File: src/rtl/subneg_out_uart.sv
// subneg_out_uart: output stage for the subneg CPU core.
// Captures display-byte strobes into a small FIFO and serialises them on a
// UART TX pin (8N1, LSB first).
// Ports:
//   clk        - clock, rising edge
//   rst_n      - synchronous active-low reset
//   ena        - design enable; strobes ignored while low
//   out_valid  - one-cycle strobe, CPU wrote a display byte
//   out_data   - display byte qualified by out_valid
//   uart_tx    - serial output, idle high, driven from a flop
//   busy       - frame in progress or FIFO non-empty
//   fifo_full  - FIFO holds 2**FIFO_AW entries
//   overflow   - sticky, a byte was dropped because the FIFO was full
module subneg_out_uart #(
   parameter int unsigned CLKS_PER_BIT = 104,
   parameter int unsigned FIFO_AW      = 2
) (
   input  logic       clk,
   input  logic       rst_n,
   input  logic       ena,
   input  logic       out_valid,
   input  logic [7:0] out_data,
   output logic       uart_tx,
   output logic       busy,
   output logic       fifo_full,
   output logic       overflow
);

   localparam int unsigned DEPTH = 1 << FIFO_AW;
   localparam int unsigned PTR_W = FIFO_AW + 1;
   localparam int unsigned CNT_W = $clog2(CLKS_PER_BIT);

   typedef enum logic [1:0] {IDLE, START, DATA, STOP} state_e;

   state_e             state_q, state_d;
   logic [CNT_W-1:0]   baud_q, baud_d;
   logic [2:0]         bit_q, bit_d;
   logic [7:0]         shift_q, shift_d;
   logic               tx_q, tx_d;
   logic [PTR_W-1:0]   wr_ptr_q, wr_ptr_d;
   logic [PTR_W-1:0]   rd_ptr_q, rd_ptr_d;
   logic               full_q, full_d;
   logic               busy_q, busy_d;
   logic               ovf_q, ovf_d;
   logic [7:0]         mem_q [DEPTH];

   logic               empty;
   logic               baud_tc;
   logic               pop;
   logic               push;

   // State and control registers
   always_ff @(posedge clk) begin
      if (!rst_n) begin
         state_q  <= IDLE;
         baud_q   <= '0;
         bit_q    <= '0;
         shift_q  <= '0;
         tx_q     <= 1'b1;
         wr_ptr_q <= '0;
         rd_ptr_q <= '0;
         full_q   <= 1'b0;
         busy_q   <= 1'b0;
         ovf_q    <= 1'b0;
      end else begin
         state_q  <= state_d;
         baud_q   <= baud_d;
         bit_q    <= bit_d;
         shift_q  <= shift_d;
         tx_q     <= tx_d;
         wr_ptr_q <= wr_ptr_d;
         rd_ptr_q <= rd_ptr_d;
         full_q   <= full_d;
         busy_q   <= busy_d;
         ovf_q    <= ovf_d;
      end
   end

   // FIFO storage; contents need no reset since pointers define validity
   always_ff @(posedge clk) begin
      if (push) begin
         mem_q[wr_ptr_q[FIFO_AW-1:0]] <= out_data;
      end
   end

   // Next-state, FIFO control and registered-output logic
   always_comb begin
      state_d  = state_q;
      baud_d   = baud_q;
      bit_d    = bit_q;
      shift_d  = shift_q;
      tx_d     = 1'b1;
      empty    = (wr_ptr_q == rd_ptr_q);
      baud_tc  = (baud_q == CNT_W'(CLKS_PER_BIT - 1));
      pop      = (state_q == IDLE) && !empty;
      // A full FIFO still accepts a byte when the head leaves the same cycle
      push     = out_valid && ena && (!full_q || pop);
      ovf_d    = ovf_q || (out_valid && ena && full_q && !pop);
      wr_ptr_d = push ? wr_ptr_q + PTR_W'(1) : wr_ptr_q;
      rd_ptr_d = pop  ? rd_ptr_q + PTR_W'(1) : rd_ptr_q;

      case (state_q)
         IDLE: begin
            if (pop) begin
               shift_d = mem_q[rd_ptr_q[FIFO_AW-1:0]];
               baud_d  = '0;
               state_d = START;
            end
         end
         START: begin
            if (baud_tc) begin
               baud_d  = '0;
               bit_d   = '0;
               state_d = DATA;
            end else begin
               baud_d  = baud_q + CNT_W'(1);
            end
         end
         DATA: begin
            if (baud_tc) begin
               baud_d  = '0;
               shift_d = {1'b0, shift_q[7:1]};
               bit_d   = bit_q + 3'd1;
               if (bit_q == 3'd7) begin
                  state_d = STOP;
               end
            end else begin
               baud_d  = baud_q + CNT_W'(1);
            end
         end
         STOP: begin
            if (baud_tc) begin
               baud_d  = '0;
               state_d = IDLE;
            end else begin
               baud_d  = baud_q + CNT_W'(1);
            end
         end
      endcase

      // Line level follows the current state, so it lags the FSM by one cycle
      case (state_q)
         IDLE:  tx_d = 1'b1;
         START: tx_d = 1'b0;
         DATA:  tx_d = shift_q[0];
         STOP:  tx_d = 1'b1;
      endcase

      // Flags registered from next-state values, equal to a decode of the flops
      full_d = (wr_ptr_d[FIFO_AW] != rd_ptr_d[FIFO_AW]) &&
               (wr_ptr_d[FIFO_AW-1:0] == rd_ptr_d[FIFO_AW-1:0]);
      busy_d = (state_d != IDLE) || (wr_ptr_d != rd_ptr_d);
   end

   assign uart_tx   = tx_q;
   assign busy      = busy_q;
   assign fifo_full = full_q;
   assign overflow  = ovf_q;

endmodule

File: config.mk
export PLATFORM = sky130hd
export DESIGN_NAME = subneg_out_uart
export DESIGN_NICKNAME = d
export VERILOG_FILES = /design/src/rtl/subneg_out_uart.sv
export SDC_FILE = /design/constraint.sdc
export NUM_CORES = 1
export LEC_CHECK = 0
export CAP_MARGIN = 20
export CORE_MARGIN = 2
export CORE_UTILIZATION = 50
export CTS_BUF_LIST = sky130_fd_sc_hd__clkbuf_16
export CTS_CLUSTER_SIZE = 20
export DETAILED_ROUTE_END_ITERATION = 7
export PLACE_DENSITY = 0.75
export SYNTH_ARGS = -nofsm -noshare
export SYNTH_HDL_FRONTEND = slang
export SYNTH_SLANG_ARGS = --single-unit
File: constraint.sdc
create_clock -name clk -period 3.15 [get_ports clk]
set_clock_uncertainty 0.05 [all_clocks]
set_input_delay 0.315 -clock clk [delete_from_list [all_inputs] [get_ports clk]]
set_output_delay 0.315 -clock clk [all_outputs]
set_load 0.1 [all_outputs]
==> key figures <==
Power
  • Static leakage: 1.18 nW
  • P per Cell Area: ~770 mW/mm^2
  • Maximum VDD drop: 405 uV
  • Design Power: around 0.0026 W

Timing
  • Slew Viols, Final: 0
  • Final period utilization: 0.847
  • RSZ-0062 raised after global routing: false
  • Fin. Hold Viols: 0
  • Setup TNS: 0 ns
  • Fmax: approximately 370 MHz
  • Tmin final: 2.67 ns
  • Max_slew headroom: 0.353
  • Final setup violation count: 0
  • Actual slew at the worst max-slew pin: 0.968 ns
  • Setup slack after layout: 0.481 ns

Job
  • Maxcap violations: 0

GRT
  • Global-route wire length before repair: 8.57 mm
  • Vias in the first global route: approximately 1800
  • Antenna violations before repair: 0
  • Largest net degree at the start of global routing: 25
  • GRT Overall Usage: 0.183
  • GRT overflow: 0

Layout
  • # nets final: 277
  • ANT cells: 0
  • Post-Layout Cell Count: 330
  • Share of layout cells above drive strength 1: 0.143
  • Most common cell after layout, fill and taps aside: edfxtp_1
  • P&R area growth vs syn: 19.7%
  • Fin area: about 0.0034 mm^2
  • Most frequent cells in the layout: edfxtp_1, dfxtp_1, nor2_1, a21oi_1, clkdlybuf4s50_1

Critical path
  • CP Launch Type: register
  • CP arrival: between 2 and 3 ns
  • WS Path Type: reg -> reg
  • CP Max Fanout: 11
  • Required @ worst endpoint: 3.30 ns
  • R2R depth: 7
  • R2R Setup Slk: a little under 0.5 ns
  • Endpoint class of the critical path: register

Clock tree
  • CTS Sinks: 62
  • Setup bufs post-CTS: 0
  • Worst-path clk slew: 0.05 ns
  • H-tree depth: 3
  • Worst-skew pair later-pin latency: 0.32 ns
  • Clk buf depth: 2
  • CTS tree: done
  • Hold bufs inserted after CTS: 0
  • Total CTS buffers: 9
  • CTS Root Cell: clkbuf_16
  • CTS resizes: 0

Floorplanning
  • Std-Cell Rows: 27
  • Die H: 78.8 um
  • Initial Utilization: 0.512
  • Core box area: 0.00547 mm^2
  • Top Ports: 16
  • Chip width: 78.8 um
  • Die area: 0.00621 mm^2

Run status
  • Status: complete, no violations

Worst hold path
  • Worst hold path type: reg -> reg
  • Hold path cells: 2

Placed design
  • Final Wtd Congestion: around 0.8
  • PortBufs: 15
  • Post-Place Cells: 314
  • Placed Area: 0.00305 mm^2
  • Post-Place Worst Slack: 0.508 ns
  • Post-DP HPWL: between 3 and 4 mm

Synthesis
  • Syn_area_per_cell: 12.2 um^2
  • Post-synthesis cell type count: 43
  • Synth warnings: 0
  • Sequential area share after synthesis: 0.558
  • Post-Syn Area: 0.00280 mm^2
  • Post-synth net total: around 250
  • FF+latch count, synth: 62
  • Synthesized instance count: 229

Drt
  • Detailed-route wire length: 5.06 mm
  • Post-route DRC: 0
  • Via/cell ratio: about 5.5
  • DR WL/cell: 15.3 um
  • Drt first-iter violations: 85
  • Detailed-route via count: ~1800
  • Drt pass-1 iters: 4
  • Routed Antenna Nets: 0
==> Yosys cell counts, drive strengths merged <==
cell	n	area, um^2
a2111o	1	11.3
a2111oi	1	8.76
a211o	1	8.76
a211oi	8	65.1
a21boi	1	7.51
a21oi	17	88.8
a22oi	2	15.0
a31oi	3	18.8
a32oi	2	17.5
a41oi	1	8.76
and2	5	31.3
and3	3	23.8
buf	3	13.8
clkbuf	5	18.8
clkinv	1	3.75
dfxtp	30	601
edfxtp	32	961
ha	12	150
inv	6	22.5
mux2i	8	80.1
mux4	8	180
nand2	6	22.5
nand2b	2	12.5
nand3	4	20.0
nand3b	5	37.5
nor2	29	111
nor3	2	10.0
nor3b	1	7.51
nor4	3	18.8
o211ai	1	7.51
o21ai	10	50.1
o31ai	2	28.8
o41a	1	11.3
or4	2	15.0
xnor2	5	43.8
xor2	6	67.6
==> where the power goes <==
group          internal (W)  switching, W
combinational      0.000258      0.000407
sequential         0.000927     0.0000447
clock              0.000613      0.000345
total               0.00180      0.000797
==> logic make-up (layout without fill, tap and decap cells) <==
| family | count (synthesis) | after routing | share of synthesized area |
|---|---|---|---|
| DFF | 62 | 62 | 0.558 |
| and+or+nand+nor | 62 | 62 | 0.111 |
| AOI/OAI and AO/OA | 51 | 51 | 0.124 |
| muxes | 16 | 16 | 0.0929 |
| buffers and inverters | 15 | 44 | 0.0210 |
| adders and majority gates | 12 | 12 | 0.0536 |
| xor gates and xnor gates | 11 | 11 | 0.0398 |
==> sequential cells by signal, indices dropped and copies added (netlist names) <==
signal,count
baud_q,7
wr_ptr_q,3
uart_tx,1
rd_ptr_q,3
shift_q,8
overflow,1
bit_q,3
state_q,2
fifo_full,1
busy,1
mem_q,32
==> critical path, stage by stage, from the launching register on <==
cell and delay [ns]:
dfxtp_1 0.33, inv_1 0.10, ha_1 0.42, clkinv_1 0.34
or4_1 0.58, and3_4 0.19, xor2_1 0.16, o41a_1 0.38
==> metrics by stage <==
| step | util | hold slack, ns |
|---|---|---|
| after detailed placement | 0.557 | 0.413 |
| after CTS | 0.612 | 0.423 |
| after global routing | 0.612 | 0.447 |
| after floorplan | - | 0.341 |
| final | 0.612 | 0.422 |
| after global placement | 0.557 | 0.390 |
==> path summary, 6_finish.rpt <==
kind / start / to
max: state_q[1] / busy
max reg2reg: state_q[1] / busy
min: shift_q[7] / shift_q[7]
min reg2reg: shift_q[7] / shift_q[7]
==> per-layer routing <==
| layer | GRT usage | part of all wire | vias to the layer above |
|---|---|---|---|
| li1 | - | - | 914 |
| met1 | 0.222 | 0.46 | 876 |
| met2 | 0.303 | 0.49 | 28 |
| met3 | 0.0511 | 0.032 | 8 |
| met4 | 0.0828 | 0.018 | 0 |
| met5 | 0 | 0 | - |
==> final cells by class <==
class	count	area, um^2
multi-input cells	152	1180
well taps	72	90.1
clock buffers	9	225
repair buffers	21	193
flip-flops and latches	62	1560
inverters	7	26.3
clock inverters	7	76.3
fillers	435	2120
Note: power is estimated with default switching activity, not from simulation.
